==> src/rtl/alu_arbiter.sv <==
// Two-requester round-robin front end sharing one combinational integer ALU, with a
// single registered result slot. Define ALU_ARBITER_STATS_EN to add per-requester grant counters.
module alu_arbiter #(
   parameter int unsigned WIDTH = 32
) (
   input  logic               clk,
   input  logic               rst_n,
   input  logic [1:0]         req_valid,
   output logic [1:0]         req_ready,
   input  logic [2*WIDTH-1:0] req_a,
   input  logic [2*WIDTH-1:0] req_b,
   input  logic [5:0]         req_op,
   input  logic [1:0]         req_alt,
   output logic               rsp_valid,
   input  logic               rsp_ready,
   output logic [WIDTH-1:0]   rsp_data,
   output logic               rsp_carry,
   output logic               rsp_zero,
   output logic               rsp_id
`ifdef ALU_ARBITER_STATS_EN
   ,
   output logic [15:0]        grant_cnt0,
   output logic [15:0]        grant_cnt1
`endif
);

   localparam int unsigned SHW = $clog2(WIDTH);

   typedef enum logic {StEmpty, StFull} state_e;

   state_e           state_q;
   logic             last_grant_q;
   logic             can_accept;
   logic             sel;
   logic             accept;
   logic [WIDTH-1:0] op_a;
   logic [WIDTH-1:0] op_b;
   logic [2:0]       op;
   logic             alt;
   logic [SHW-1:0]   shamt;
   logic [WIDTH:0]   sum;
   logic [WIDTH-1:0] sra_res;
   logic [WIDTH-1:0] alu_res;
   logic             alu_carry;

   // Both valid: the requester not granted last time wins.
   always_comb begin
      can_accept = (state_q == StEmpty) || rsp_ready;
      sel        = req_valid[1] & (~req_valid[0] | ~last_grant_q);
      req_ready  = 2'b00;
      if (can_accept) begin
         req_ready = sel ? {req_valid[1], 1'b0} : {1'b0, req_valid[0]};
      end
      accept = |req_ready;
   end

   always_comb begin
      op_a  = sel ? req_a[2*WIDTH-1:WIDTH] : req_a[WIDTH-1:0];
      op_b  = sel ? req_b[2*WIDTH-1:WIDTH] : req_b[WIDTH-1:0];
      op    = sel ? req_op[5:3] : req_op[2:0];
      alt   = sel ? req_alt[1] : req_alt[0];
      shamt = op_b[SHW-1:0];
   end

   // Carry is bit WIDTH of the widened add/sub, so a SUB reports borrow.
   always_comb begin
      sum     = alt ? ({1'b0, op_a} - {1'b0, op_b}) : ({1'b0, op_a} + {1'b0, op_b});
      sra_res = $signed(op_a) >>> shamt;
      alu_res = '0;
      unique case (op)
         3'b000: alu_res = sum[WIDTH-1:0];
         3'b001: alu_res = op_a << shamt;
         3'b010: alu_res = {{(WIDTH-1){1'b0}}, $signed(op_a) < $signed(op_b)};
         3'b011: alu_res = {{(WIDTH-1){1'b0}}, op_a < op_b};
         3'b100: alu_res = op_a ^ op_b;
         3'b101: alu_res = alt ? sra_res : (op_a >> shamt);
         3'b110: alu_res = op_a | op_b;
         3'b111: alu_res = op_a & op_b;
         default: alu_res = '0;
      endcase
      alu_carry = (op == 3'b000) ? sum[WIDTH] : 1'b0;
   end

   always_ff @(posedge clk or negedge rst_n) begin
      if (!rst_n) begin
         state_q      <= StEmpty;
         last_grant_q <= 1'b1;
         rsp_data     <= '0;
         rsp_carry    <= 1'b0;
         rsp_zero     <= 1'b0;
         rsp_id       <= 1'b0;
      end else begin
         if (accept) begin
            state_q      <= StFull;
            last_grant_q <= sel;
            rsp_data     <= alu_res;
            rsp_carry    <= alu_carry;
            rsp_zero     <= (alu_res == '0);
            rsp_id       <= sel;
         end else if (rsp_ready) begin
            state_q <= StEmpty;
         end
      end
   end

   assign rsp_valid = (state_q == StFull);

`ifdef ALU_ARBITER_STATS_EN
   always_ff @(posedge clk or negedge rst_n) begin
      if (!rst_n) begin
         grant_cnt0 <= '0;
         grant_cnt1 <= '0;
      end else if (accept) begin
         if (!sel && grant_cnt0 != 16'hFFFF) grant_cnt0 <= grant_cnt0 + 16'd1;
         if (sel && grant_cnt1 != 16'hFFFF) grant_cnt1 <= grant_cnt1 + 16'd1;
      end
   end
`endif

endmodule
==> config.mk <==
export PLATFORM = sky130hd
export DESIGN_NAME = alu_arbiter
export DESIGN_NICKNAME = d
export VERILOG_FILES = /design/src/rtl/alu_arbiter.sv
export SDC_FILE = /design/constraint.sdc
export NUM_CORES = 1
export LEC_CHECK = 0
export BUFFER_PORTS_ARGS = -buffer_cell sky130_fd_sc_hd__buf_4
export CAP_MARGIN = 20
export CELL_PAD_IN_SITES_DETAIL_PLACEMENT = 1
export CELL_PAD_IN_SITES_GLOBAL_PLACEMENT = 1
export CORE_ASPECT_RATIO = 0.5
export CORE_MARGIN = 10
export CORE_UTILIZATION = 30
export CTS_CLUSTER_SIZE = 8
export DETAILED_ROUTE_END_ITERATION = 7
export GPL_TIMING_DRIVEN = 0
export PLACE_DENSITY_LB_ADDON = 0.1
export SLEW_MARGIN = 10
export SYNTH_ARGS = -nofsm -noshare
export SYNTH_HDL_FRONTEND = slang
export SYNTH_SLANG_ARGS = --single-unit
==> constraint.sdc <==
create_clock -name clk -period 8.32 [get_ports clk]
set_clock_uncertainty 0.05 [all_clocks]
set_input_delay 0.416 -clock clk [delete_from_list [all_inputs] [get_ports clk]]
set_output_delay 0.416 -clock clk [all_outputs]
set_load 0.01 [all_outputs]
Yosys cells after proc, flatten, opt, wreduce, memory -nomap -nowiden:

Index checks and enable logic that the tools add are counted.

* add/subtract/negate cells: 2
* multipliers: 0
* divide/modulo/power cells: 0
* order comparisons: 2
* equality and inequality tests: 7
* shifts and indexed selects: 3
* multiplexer cells: 12
* bitwise logic cells: 8
* reduce and logical (&&, ||, !) cells: 5

Operators with widths (count)
* one-hot mux 32 bit (8 select lines): 1
* 2-to-1 mux 32 bit: 3
* less-than comparator 32 bit: 2
* adder 32 x 32 -> 33 bit: 1
* 2-to-1 mux 33 bit: 1
* subtractor 32 x 32 -> 33 bit: 1
* bitwise AND 32 bit: 1
* logical NOT 32 bit: 1
* bitwise OR 32 bit: 1
* << shifter 32 x 5 -> 32 bit: 1
* right shift 32 x 5 -> 32 bit: 1
* >>> shifter 32 x 5 -> 32 bit: 1
* XOR 32 bit: 1
* == test 3 bit (second input constant): 4
* == test 3 x 2 -> 1 bit (second input constant): 2
* 2-to-1 mux 1 bit: 4
* 2-to-1 mux 2 bit: 2
* == test 3 x 1 -> 1 bit (second input constant): 1
* logical NOT 3 bit: 1
* 2-to-1 mux 3 bit: 1
* NOT 1 bit: 3
* nonzero test 2 bit: 1
* OR reduction 2 bit: 1
* bitwise AND 1 bit: 1
* 2 further kinds: 2

* register bits: 37
* latch bits: 0
* memory bits (writable): 0
* bits in read-only memories: 0
* bits of input ports: 141
* memories: 0

Longest topological paths before layout:

Gate-level depths: netlist of the first run.

* depth after elaboration: 8
* depth in mapped cells: 25

Worst setup path before layout of the first run:

OpenSTA, ideal clock, no wires.

* path kind: register to register
* start: reg last_grant_q
* end: reg rsp_zero
* library setup time: 76 ps
* arrival: 5530 ps
* path slack: 2664 ps
* stages on the path, launching flop included: 25
* path buffers: 8
* period minus slack after synthesis: 5656 ps
* cells stage by stage: dfstp_2 -> a21bo_2 -> buf_6 -> buf_4 -> buf_2 -> buf_1 -> buf_2 -> clkbuf_1 -> clkbuf_1 -> nand2_1 -> nand2_1 -> ha_1 -> clkbuf_1 -> nor2b_1 -> a221oi_1 -> a211oi_2 -> nor4_2 -> a31oi_1 -> a2111oi_0 -> o21ai_1 -> a221oi_1 -> xor2_1 -> a211oi_1 -> nand3_1 -> o21ai_1

* cells in the longest elaborated chain, start to end: 8
* elaborated cells on any way between the ends: 32
* classes of those cells: add/sub: 2; order compare: 2; eq/ne: 7; shift: 3; mux: 9; bitwise: 6; reduce/logical: 3

Ends and longest elaborated chain
* from (decl): line 32 `logic last_grant_q;`
* from (signal assigned): line 95 `last_grant_q <= sel;`
* NOT 1 bit (*): line 49 `sel = req_valid[1] & (~req_valid[0] | ~last_grant_q);`
* bitwise OR 1 bit (*): line 49
* bitwise AND 1 bit (*): line 49
* 2-to-1 mux 32 bit, on equally long branches: line 58, 59
* adder 32 x 32 -> 33 bit, or another cell as far along: line 67 `sum = alt ? ({1'b0, op_a} - {1'b0, op_b}) : ({1'b0, op_a} + {1'b0, op_b});`
* 2-to-1 mux 33 bit / 2-to-1 mux 32 bit (equally long branches): line 67, 76
* one-hot mux 32 bit (8 select lines): line 70 `unique case (op)`
* logical NOT 32 bit: line 98 `rsp_zero <= (alu_res == '0);`
* to (signal assigned): line 98
* to (decl): line 18 `output logic rsp_zero,`

Mark *: on every way between the ends. The rest lies on a longest branch, timed or not.
A chain may end at the register's enable or synchronous reset.

Worst setup path after layout of the first run:

Ends and elaborated chain as after synthesis.

==> results of run 1 <==
## cells by family after synthesis
logic type	count (synthesis)	synth area share, %
compound gates	567	28.1
flops	37	6.79
simple gates	771	25.1
mux	268	21.3
xor+xnor	27	1.73
buf+inv	247	8.12
fa+ha+maj	96	8.90
## routing by layer
metal | vias to the layer above | track usage, %
li1 | 7746 | -
met1 | 9254 | 51.5
met2 | 960 | 51.8
met3 | 94 | 9.36
met4 | 2 | 4.99
met5 | - | 0
## state kept, by name, summed over array words and instances, names as in the netlist
name and count:
last_grant_q 1, rsp_carry 1, rsp_data 32, rsp_id 1, rsp_valid 1, rsp_zero 1
## cells in the final DEF, fill, tap and decap left out, drive strengths merged, types with 20 or more instances in the layout
master,instances
a211oi,46
a21oi,134
a31oi,33
buf,268
clkbuf,70
dfrtp,36
ha,94
inv,98
mux2,45
mux2i,213
nand2,393
nand3,42
nor2,148
nor2b,25
nor3,50
o211ai,35
o21ai,109
xnor2,20
## worst max-delay path, cell delays in order, from the launching register on
cell,delay (ps)
sky130_fd_sc_hd__dfstp_2,390
sky130_fd_sc_hd__a21boi_4,460
sky130_fd_sc_hd__buf_6,310
sky130_fd_sc_hd__buf_6,260
sky130_fd_sc_hd__buf_4,310
sky130_fd_sc_hd__buf_2,400
sky130_fd_sc_hd__buf_2,350
sky130_fd_sc_hd__buf_2,380
sky130_fd_sc_hd__clkbuf_2,480
sky130_fd_sc_hd__nand2_1,100
sky130_fd_sc_hd__nand2_1,230
sky130_fd_sc_hd__inv_1,120
sky130_fd_sc_hd__ha_1,230
sky130_fd_sc_hd__fa_1,490
sky130_fd_sc_hd__o21bai_1,280
sky130_fd_sc_hd__a41oi_1,290
sky130_fd_sc_hd__a211o_1,380
sky130_fd_sc_hd__a21boi_1,340
sky130_fd_sc_hd__nor3_1,120
sky130_fd_sc_hd__o21bai_1,190
sky130_fd_sc_hd__xnor2_1,200
sky130_fd_sc_hd__a2111oi_1,780
sky130_fd_sc_hd__nor4b_1,370
sky130_fd_sc_hd__and4b_1,250
sky130_fd_sc_hd__nand4_1,110
sky130_fd_sc_hd__o21ai_1,140
## stage by stage
stage          cells  setup WS, ps  hold slack, ps  power [uW]
6_report        2804           189            45.9        2820
5_1_grt         2802          84.2            75.3        2930
4_1_cts         2801           153            60.6        2720
3_5_place_dp    2794          -375             367        2480
3_3_place_gp    2785         -1130             363        2470
2_1_floorplan   2013          2660            70.4        1500
## where the power goes
part           internal [uW]  switching, uW
clock                    150           76.1
combinational            714           1620
sequential               232           29.1
## cells in the mapped netlist, types with 25 or more instances
master	n	area [sq um]
sky130_fd_sc_hd__a21oi_1	134	671
sky130_fd_sc_hd__o21ai_0	102	510
sky130_fd_sc_hd__nor2_1	147	552
sky130_fd_sc_hd__a211oi_1	45	338
sky130_fd_sc_hd__nor2b_1	25	156
sky130_fd_sc_hd__ha_1	94	1180
sky130_fd_sc_hd__o211ai_1	35	263
sky130_fd_sc_hd__nor3_1	49	245
sky130_fd_sc_hd__nand2_1	393	1480
sky130_fd_sc_hd__buf_2	50	250
sky130_fd_sc_hd__dfrtp_1	36	901
sky130_fd_sc_hd__nand3_1	42	210
sky130_fd_sc_hd__mux2i_1	208	2080
sky130_fd_sc_hd__inv_1	94	353
sky130_fd_sc_hd__mux2_2	41	462
sky130_fd_sc_hd__a31oi_1	33	206
sky130_fd_sc_hd__clkbuf_1	61	229
## how the worst max path moves through the flow
stage	from	end	slack (ps)	cells past startpoint
4_1_cts	last_grant_q$_DFFE_PN1P_	rsp_zero$_DFFE_PN0P_	150	24
6_report	last_grant_q$_DFFE_PN1P_	rsp_zero$_DFFE_PN0P_	190	25
5_1_grt	last_grant_q$_DFFE_PN1P_	rsp_zero$_DFFE_PN0P_	80	23
3_5_place_dp	req_valid[1]	rsp_zero$_DFFE_PN0P_	-370	26
3_3_place_gp	req_valid[1]	rsp_zero$_DFFE_PN0P_	-1130	25
2_1_floorplan	last_grant_q$_DFFE_PN1P_	rsp_zero$_DFFE_PN0P_	2660	24
## layout make-up
type | instances | area [sq um] | share of cell area [%]
clock inverter | 2 | 37.5 | 0.235
sequential | 37 | 927 | 5.80
clock buffer | 6 | 139 | 0.868
tap | 598 | 748 | 4.68
inverter | 98 | 370 | 2.32
multi-input combinational | 1729 | 11600 | 72.7
buffer | 148 | 743 | 4.65
timing repair buffer | 184 | 1400 | 8.72
antenna | 2 | 5.00 | 0.0313
## repair_timing
item	in CTS	in global routing
gates resized for setup	1	14
cloned	0	0
endpoints found under the setup margin	3	3
setup buffers	0	0
==> PnR_summary.wiki, run 1 <==
{| class="wikitable"
! Metric !! Value
|-
| Layout fillers || 5,792
|-
| Most frequently used flop master after synthesis || sky130_fd_sc_hd__dfrtp_1
|-
| Highest clock frequency the design can meet || 0.123 GHz
|-
| Worst-path fanout max || 10
|-
| Drt initial violations || 2,441
|-
| Post-synth design cell area || 0.0137 sq mm
|-
| Setup TNS Final || 0 ps
|-
| Count of H-tree levels built during CTS || 2
|-
| Number of global-route vias before repair || 17.2k
|-
| Peak ir drop on the vdd network || 0.0781 mV
|-
| Endpoint of the lowest-slack register-to-register path || rsp_zero$_DFFE_PN0P_
|-
| Ys async rst share || 100%
|-
| First-pass GRT wire length || 140 mm
|-
| CTS Root Buffer Type || sky130_fd_sc_hd__clkbuf_16
|-
| Cell area power density || 176 mW/mm^2
|-
| Clock insertion delay at the later pin of the skew report || 280 ps
|-
| Critical Path AT || 8290 ps
|-
| Actual transition at the worst max-transition pin || 1290 ps
|-
| Number of rows in the core area || 55
|-
| Sequential fraction of the synthesis area || 6.79%
|-
| Syn_nets || 2,250
|-
| Initial Utilization || 30.3%
|-
| CTS Buf Count || 5
|-
| Run status || complete, no violations
|-
| Static Leakage || 0.00719 uW
|-
| Die outline width || 322 um
|-
| Top sig layer || met5
|-
| Via Count || 18.1k
|-
| Critical path capture point type || register
|-
| Quantity of hold-fixing buffers added after cts || 0
|-
| EDFF count, synth || 0
|-
| Area growth, synth to finish || 17.1%
|-
| Average instance area after synthesis || 6.79 sq um
|-
| Total global routing overflow || 0
|-
| Finished layout cell area || 0.0160 sq mm
|-
| DRC viols || 0
|-
| Kind of critical path || register to register
|-
| Number of different library cells in the post-synthesis netlist || 95
|-
| Ratio of cells with drive above 1 in the final layout || 16.2%
|-
| Die footprint || 0.0550 sq mm
|-
| Number of antenna violations at the first check in global routing || 3
|-
| Number of optimization iterations in the first detailed-route pass || 6
|-
| Cell count after synthesis || 2,013
|-
| Yosys Warn Count || 0
|-
| Weighted congestion at the end of routability-driven global placement || 1.05
|-
| Worst slew margin || 13.4%
|-
| Worst reg2reg startpoint || last_grant_q$_DFFE_PN1P_
|-
| Average wire length per cell after detail routing || 36.0 um
|-
| Post-DP Area || 0.0158 sq mm
|-
| Detail Route met3 WL || 10.7 mm
|-
| Critical Path Start Type || register
|-
| Routed Antenna Nets || 0
|-
| FF-to-FF setup slack || 190 ps
|-
| Unrepaired setup endpoints after global routing || false
|-
| Total detailed-routing wirelength || 101 mm
|-
| Count of state elements after synthesis || 37
|-
| Net count reported at finish || 2,440
|-
| CORE AREA || 0.0451 sq mm
|-
| Count of final setup violators || 0
|-
| Die Span Y || 171 um
|-
| Met2 wirelength from detailed routing || 41.0 mm
|-
| M1 WL || 47.6 mm
|-
| DPL Wire Length || 83.9 mm
|-
| Number of violations of the max-capacitance limit || 0
|-
| Number of sinks driven by the clock tree || 37
|-
| Cell depth of the worst flop-to-flop path || 25
|-
| Maximum number of pins on one net before global-route repair || 38
|-
| IO Port Bufs || 174
|-
| Tightest Hold Check Type || primary input to asynchronous set/reset pin
|-
| DR vias/cell || 6.44
|-
| IO Count || 179
|-
| Longest Clk Path Bufs || 2
|-
| Final-report hold violation count || 0
|-
| Slew Limit Fails || 0
|-
| Clock transition at the registers of the reported paths || 60 ps
|-
| Final cell utilization of the core || 35.5%
|-
| Required time of the critical path || 8480 ps
|-
| Final Cycle Share || 97.7%
|-
| CTS tree || built
|-
| Final critical path time including I/O delays and setup || 8130 ps
|-
| Global router's overall resource usage || 35.3%
|}
(Power assumes the default switching activity.)
==> run 2, diff against run 1 <==
==> constraint.sdc (replaced) <==
create_clock -name clk -period 8.32 [get_ports clk]
set_clock_uncertainty 0.05 [all_clocks]
set_input_delay 0 -clock clk [delete_from_list [all_inputs] [get_ports clk]]
set_output_delay 0 -clock clk [all_outputs]
set_load 0.01 [all_outputs]
==> PnR_summary.wiki, run 2 (synthesized netlist as in run 1, its figures left out) <==
{| class="wikitable"
! Metric !! Value
|-
| Run status || complete, no violations
|-
| IO Count || 179 (unchanged)
|-
| Maximum number of pins on one net before global-route repair || 38 (unchanged)
|-
| Critical Path Start Type || primary input
|-
| Proportion of power drawn by flip-flops and latches || 9.2% (about the same)
|-
| Initial Utilization || 30.3% (unchanged)
|-
| Multi-input combinational cell area || 0.0116 sq mm (unchanged)
|-
| Layout fillers || 5,794 (+0.035%)
|-
| DR vias/cell || 6.45 (+0.12%)
|-
| Peak ir drop on the vdd network || 0.0780 mV (about the same)
|-
| Average wire length per cell after detail routing || 36.0 um (about the same)
|-
| Cell area power density || 176 mW/mm^2 (-0.19%)
|-
| Longest Clk Path Bufs || 2 (unchanged)
|-
| Die Span Y || 171 um (unchanged)
|-
| Min-Delay Endpoint || rsp_valid$_DFFE_PN0P_
|-
| Number of buffer and inverter stages on the critical path || 10 (+2)
|-
| Hold Crit Start || rsp_ready
|-
| Die outline width || 322 um (unchanged)
|-
| CTS Buf Count || 5 (unchanged)
|-
| Endpoint of the lowest-slack register-to-register path || rsp_zero$_DFFE_PN0P_
|-
| Tightest Hold Check Type || primary input to register
|-
| Routed Antenna Nets || 0 (unchanged)
|-
| Clock insertion delay at the later pin of the skew report || 280 ps (about the same)
|-
| Post-DP Area || 0.0158 sq mm (unchanged)
|-
| P_int || 1100 uW (+0.20%)
|-
| Number of violations of the max-capacitance limit || 0 (unchanged)
|-
| Total global routing overflow || 0 (unchanged)
|-
| Area growth, synth to finish || 17.3%
|-
| Slowest cell delay on critical path || 750 ps (-30 ps)
|-
| Critical Path AT || 8260 ps (-30 ps)
|-
| Cell depth of the worst flop-to-flop path || 25 (unchanged)
|-
| Clock Power Share || 8.0% (about the same)
|-
| Net count reported at finish || 2,443 (+0.12%)
|-
| Leading cell type in the layout, fill and taps excluded || sky130_fd_sc_hd__nand2_1
|-
| Share of power burned in combinational logic || 82.8% (about the same)
|-
| Number of rows in the core area || 55 (unchanged)
|-
| Static Leakage || 0.00720 uW (+0.21%)
|-
| Finished layout cell area || 0.0160 sq mm (+0.20%)
|-
| IO Port Bufs || 174 (unchanged)
|-
| Number of optimization iterations in the first detailed-route pass || 6 (unchanged)
|-
| Combined flip-flop and latch cell area || 927 sq um (unchanged)
|-
| First-pass GRT wire length || 140 mm (about the same)
|-
| Register name with the most flops || rsp_data
|-
| Worst reg2reg startpoint || last_grant_q$_DFFE_PN1P_
|-
| Actual transition at the worst max-transition pin || 1300 ps (+17.7 ps)
|-
| Required time of the critical path || 8480 ps (about the same)
|-
| Unrepaired setup endpoints after global routing || false
|-
| Worst-path fanout max || 10 (unchanged)
|-
| Max reg flops || 32 (unchanged)
|-
| Pwr Total || 2820 uW (about the same)
|-
| Clock transition at the registers of the reported paths || 60 ps (about the same)
|-
| Drt initial violations || 2,446 (+0.20%)
|-
| Number of sinks driven by the clock tree || 37 (unchanged)
|-
| Top Family by Delay on Critical Path || buffers and inverters
|-
| Power dissipated by switching net loads || 1720 uW (-0.12%)
|-
| CTS Root Buffer Type || sky130_fd_sc_hd__clkbuf_16
|-
| Count of H-tree levels built during CTS || 2 (unchanged)
|-
| Global router's overall resource usage || 35.3% (about the same)
|-
| DRC viols || 0 (unchanged)
|-
| Count of final setup violators || 0 (unchanged)
|-
| Slew Limit Fails || 0 (unchanged)
|-
| Worst slew margin || 12.2% (-1.2 points)
|-
| Kind of critical path || primary input to register
|-
| Total detailed-routing wirelength || 101 mm (about the same)
|-
| Worst hold slack across all endpoints || 55.2 ps (+9.29 ps)
|-
| CORE AREA || 0.0451 sq mm (unchanged)
|-
| Ratio of cells with drive above 1 in the final layout || 16.2% (+0.023 points)
|-
| Worst path slowest cell || sky130_fd_sc_hd__a2111oi_1
|-
| Final Cycle Share || 97.3% (-0.44 points)
|-
| Worst setup timing slack at the placement stage || -355 ps (+20.1 ps)
|-
| Final-report hold violation count || 0 (unchanged)
|-
| Highest clock frequency the design can meet || 0.124 GHz (+0.45%)
|-
| Fraction of power spent switching nets || 61.1% (-0.078 points)
|-
| Number of global-route vias before repair || 17.3k (+0.15%)
|-
| Most used cell along the critical path || sky130_fd_sc_hd__buf_2
|-
| Commonest cells after routing, fill and taps aside || sky130_fd_sc_hd__nand2_1 (393), sky130_fd_sc_hd__mux2i_1 (208), sky130_fd_sc_hd__buf_4 (187)
|-
| # Post-CTS Setup Buffers || 0 (unchanged)
|-
| CTS tree || built
|-
| Final critical path time including I/O delays and setup || 8090 ps (-36.8 ps)
|-
| Weighted congestion at the end of routability-driven global placement || 1.05 (unchanged)
|-
| Number of antenna violations at the first check in global routing || 3 (unchanged)
|-
| Worst path setup slack after routing || 226 ps (+36.8 ps)
|-
| Critical path capture point type || register
|-
| Depth of the worst hold-timing path || 3
|-
| DPL Wire Length || 83.9 mm (unchanged)
|-
| Die footprint || 0.0550 sq mm (unchanged)
|-
| Via Count || 18.1k (+0.23%)
|-
| FF-to-FF setup slack || 240 ps (+50 ps)
|}
-- run 2: cell count changes in the layout (fill, tap and decap cells not counted), sizes merged --
cell / previous run / this run
clkbuf: 70 / 71
dlygate4sd3: 0 / 3
buf: 268 / 267
-- run 2: what timing repair did --
item,CTS,global route
gates resized for setup,1,16
endpoints found under the setup margin,3,4
endpoints found under the hold margin,38,0
hold buffers,3,0
-- run 2: final cells by class --
| cell class | instances | area share, % |
|---|---|---|
| inverters | 98 | 2.31 |
| diodes | 2 | 0.0312 |
| plain buffers | 148 | 4.65 |
| well taps | 598 | 4.67 |
| clock inverters | 2 | 0.234 |
| clock buffers | 6 | 0.867 |
| multi-input cells | 1729 | 72.6 |
| flip-flops and latches | 37 | 5.79 |
| repair buffers | 187 | 8.89 |
-- run 2: power groups by stage --
stage	clock network [uW]	logic (uW)	registers, uW
final	225	2330	261
after detailed placement	0	2220	265
after floorplan	0	1210	284
after global placement	0	2210	263
after CTS	229	2230	261
after global routing	239	2420	269
-- run 2: worst max-delay path by stage --
stage,start,endpoint,slack (ps),cells past startpoint
after floorplan,last_grant_q$_DFFE_PN1P_,rsp_zero$_DFFE_PN0P_,2660,24
after global placement,last_grant_q$_DFFE_PN1P_,rsp_zero$_DFFE_PN0P_,-1110,24
after detailed placement,last_grant_q$_DFFE_PN1P_,rsp_zero$_DFFE_PN0P_,-350,25
after CTS,req_valid[0],rsp_zero$_DFFE_PN0P_,150,26
after global routing,last_grant_q$_DFFE_PN1P_,rsp_zero$_DFFE_PN0P_,80,23
final,req_valid[0],rsp_zero$_DFFE_PN0P_,230,27
-- run 2: through the flow --
step / TNS, ps / cells / utilization (%)
after CTS: 0 / 2804 / 35.5
after detailed placement: -555 / 2794 / 35.0
after global placement: -6230 / 2785 / 34.9
after global routing: 0 / 2805 / 35.5
after floorplan: 0 / 2013 / -
final: 0 / 2807 / 35.6
-- run 2: worst reg2reg max path, stage by stage, from the launching register on --
cell and delay (ps):
sky130_fd_sc_hd__dfstp_2 390, sky130_fd_sc_hd__a21boi_4 460, sky130_fd_sc_hd__buf_6 310, sky130_fd_sc_hd__buf_6 270, sky130_fd_sc_hd__buf_4 310, sky130_fd_sc_hd__buf_2 400
sky130_fd_sc_hd__buf_2 350, sky130_fd_sc_hd__buf_2 390, sky130_fd_sc_hd__clkbuf_2 480, sky130_fd_sc_hd__nand2_1 100, sky130_fd_sc_hd__nand2_1 230, sky130_fd_sc_hd__inv_1 120
sky130_fd_sc_hd__ha_1 230, sky130_fd_sc_hd__fa_1 490, sky130_fd_sc_hd__o21bai_1 270, sky130_fd_sc_hd__a41oi_1 300, sky130_fd_sc_hd__a211o_1 390, sky130_fd_sc_hd__a21boi_1 340
sky130_fd_sc_hd__nor3_1 120, sky130_fd_sc_hd__o21bai_1 190, sky130_fd_sc_hd__xnor2_1 190, sky130_fd_sc_hd__a2111oi_1 750, sky130_fd_sc_hd__nor4b_1 370, sky130_fd_sc_hd__and4b_1 250
sky130_fd_sc_hd__nand4_1 110, sky130_fd_sc_hd__o21ai_1 150
-- run 2: per-layer routing --
| metal | track usage (%) | wire, um | vias to the layer above |
|---|---|---|---|
| met5 | 0 | 10 | - |
| met4 | 4.99 | 1850 | 2 |
| met3 | 9.36 | 10800 | 108 |
| met2 | 51.8 | 40900 | 942 |
| met1 | 51.5 | 47500 | 9289 |
| li1 | - | - | 7756 |
==> run 3, diff against run 2 <==
==> constraint.sdc (replaced) <==
create_clock -name clk -period 10.5 [get_ports clk]
set_clock_uncertainty 0.05 [all_clocks]
set_input_delay 0 -clock clk [delete_from_list [all_inputs] [get_ports clk]]
set_output_delay 0 -clock clk [all_outputs]
set_load 0.01 [all_outputs]
==> PnR_summary.wiki, run 3 (synthesized netlist as in run 1, its figures left out) <==
{| class="wikitable"
! Metric !! Value
|-
| DPL Wire Length || 83.9 mm (unchanged)
|-
| Worst path slowest cell || sky130_fd_sc_hd__a2111oi_0
|-
| Leading cell type in the layout, fill and taps excluded || sky130_fd_sc_hd__nand2_1
|-
| Worst setup timing slack at the placement stage || 1830 ps (+2180 ps)
|-
| Slowest cell delay on critical path || 950 ps (+200 ps)
|-
| Drt initial violations || 2,401 (-1.8%)
|-
| Commonest cells after routing, fill and taps aside || sky130_fd_sc_hd__nand2_1 (393), sky130_fd_sc_hd__mux2i_1 (208), sky130_fd_sc_hd__buf_4 (187)
|-
| Die footprint || 0.0550 sq mm (unchanged)
|-
| Critical Path AT || 9360 ps (+1100 ps)
|-
| Clock insertion delay at the later pin of the skew report || 290 ps (about the same)
|-
| First-pass GRT wire length || 140 mm (+0.36%)
|-
| CORE AREA || 0.0451 sq mm (unchanged)
|-
| Number of rows in the core area || 55 (unchanged)
|-
| CTS Root Buffer Type || sky130_fd_sc_hd__clkbuf_16
|-
| Timing startpoint of the critical path || last_grant_q$_DFFE_PN1P_
|-
| Number of violations of the max-capacitance limit || 0 (unchanged)
|-
| Actual transition at the worst max-transition pin || 1310 ps (+4.45 ps)
|-
| Net count reported at finish || 2,444 (+0.041%)
|-
| Clock transition at the registers of the reported paths || 60 ps (about the same)
|-
| IO Port Bufs || 174 (unchanged)
|-
| Max reg flops || 32 (unchanged)
|-
| Register name with the most flops || rsp_data
|-
| Total detailed-routing wirelength || 101 mm (+0.20%)
|-
| Number of sinks driven by the clock tree || 37 (unchanged)
|-
| Layout fillers || 5,798 (+0.069%)
|-
| Number of antenna violations at the first check in global routing || 2 (-1)
|-
| Ratio of cells with drive above 1 in the final layout || 15.9% (-0.32 points)
|-
| Diodes inserted || 0 (-2)
|-
| Die outline width || 322 um (unchanged)
|-
| Post-route non-filler standard cell count || 2,806 (-0.036%)
|-
| Critical path capture point type || register
|-
| Worst slew margin || 12.5% (+0.30 points)
|-
| Static Leakage || 0.00718 uW (-0.28%)
|-
| Count of final setup violators || 0 (unchanged)
|-
| Weighted congestion at the end of routability-driven global placement || 1.05 (unchanged)
|-
| Run status || complete, no violations
|-
| Kind of critical path || register to register
|-
| DR vias/cell || 6.42 (-0.39%)
|-
| IO Count || 179 (unchanged)
|-
| Area growth, synth to finish || 17.2% (about the same)
|-
| Initial Utilization || 30.3% (unchanged)
|-
| # Post-CTS Setup Buffers || 0 (unchanged)
|-
| Tightest Hold Check Type || primary input to register
|-
| Final cell utilization of the core || 35.5% (about the same)
|-
| Critical Path Start Type || register
|-
| Final-report hold violation count || 0 (unchanged)
|-
| Worst path setup slack after routing || 1310 ps (+1080 ps)
|-
| Worst reg2reg startpoint || last_grant_q$_DFFE_PN1P_
|-
| Global router's overall resource usage || 35.5% (+0.13 points)
|-
| Average wire length per cell after detail routing || 36.1 um (+0.23%)
|-
| Peak ir drop on the vdd network || 0.0625 mV (-20%)
|-
| Hold Crit Start || rsp_ready
|-
| Required time of the critical path || 10,660 ps (+2180 ps)
|-
| Longest Clk Path Bufs || 2 (unchanged)
|-
| Maximum number of pins on one net before global-route repair || 38 (unchanged)
|-
| Cell area power density || 140 mW/mm^2 (-21%)
|-
| Slew Limit Fails || 0 (unchanged)
|-
| Number of global-route vias before repair || 17.3k (+0.21%)
|-
| CTS tree || built
|-
| Routed Antenna Nets || 0 (unchanged)
|-
| Worst-path fanout max || 10 (unchanged)
|-
| Count of H-tree levels built during CTS || 2 (unchanged)
|-
| Setup TNS Final || 0 ps (unchanged)
|-
| Die Span Y || 171 um (unchanged)
|-
| DP Cell Count || 2,794 (unchanged)
|-
| Highest clock frequency the design can meet || 0.109 GHz
|-
| Number of optimization iterations in the first detailed-route pass || 6 (unchanged)
|-
| DRC viols || 0 (unchanged)
|-
| Top Family by Delay on Critical Path || buffers and inverters
|-
| Number of buffer and inverter stages on the critical path || 8 (-2)
|-
| Unrepaired setup endpoints after global routing || false
|-
| Final critical path time including I/O delays and setup || 9190 ps
|-
| Final Cycle Share || 87.6%
|-
| Number of gates given a new drive strength after cts || 0 (-1)
|-
| CTS Buf Count || 5 (unchanged)
|-
| Via Count || 18.0k (-0.43%)
|-
| Total global routing overflow || 0 (unchanged)
|}
[run 3: metrics by stage]
stage	instance area (sq um)	power, uW	hold slack (ps)
after floorplan	13700	1190	-346
after global placement	15700	1960	-53.0
after detailed placement	15800	1970	-48.9
after CTS	16000	2160	49.9
after global routing	16000	2320	84.1
final	16000	2240	53.6
[run 3: final timing paths]
check	end	slack, ps	cells after the start
max	rsp_zero$_DFFE_PN0P_	1310	25
max reg2reg	rsp_zero$_DFFE_PN0P_	1310	25
min in group asynchronous	rsp_data[3]$_DFFE_PN0P_	190	2
max in group asynchronous	last_grant_q$_DFFE_PN1P_	9850	2
min	rsp_valid$_DFFE_PN0P_	50	3
min reg2reg	rsp_id$_DFFE_PN0P_	430	1
[run 3: layer usage]
| layer | GRT usage, % | part of all wire [%] |
|---|---|---|
| met5 | 0 | 0 |
| met4 | 5.15 | 1.7 |
| met3 | 10.2 | 11 |
| met2 | 51.8 | 41 |
| met1 | 51.3 | 47 |
[run 3: worst reg2reg max path, delay by kind of cell, from the launching register on]
kind	cells	cell delay (ps)
AOI/OAI and AO/OA	8	2850
xor gates and xnor gates	1	190
adders and majority gates	2	730
buffers and inverters	8	3470
DFF	1	580
and+or+nand+nor	6	1240
[run 3: timing repair]
item | CTS | global route
hold buffers | 3 | 0
endpoints found under the setup margin | 0 | 0
hold endpoints to repair | 38 | 0
[run 3: final cells by class]
| type | instances | area, sq um | area share (%) |
|---|---|---|---|
| buffer | 149 | 739 | 4.62 |
| inverter | 98 | 370 | 2.31 |
| multi-input combinational | 1729 | 11600 | 72.6 |
| tap | 598 | 748 | 4.67 |
| timing repair buffer | 187 | 1430 | 8.90 |
| clock buffer | 6 | 139 | 0.867 |
| clock inverter | 2 | 37.5 | 0.234 |
| sequential | 37 | 927 | 5.79 |
[run 3: power by group]
part           internal [uW]  total, uW  switching (uW)
Clock                    119        180            61.4
Combinational            567       1850            1280
Sequential               184        207            23.1
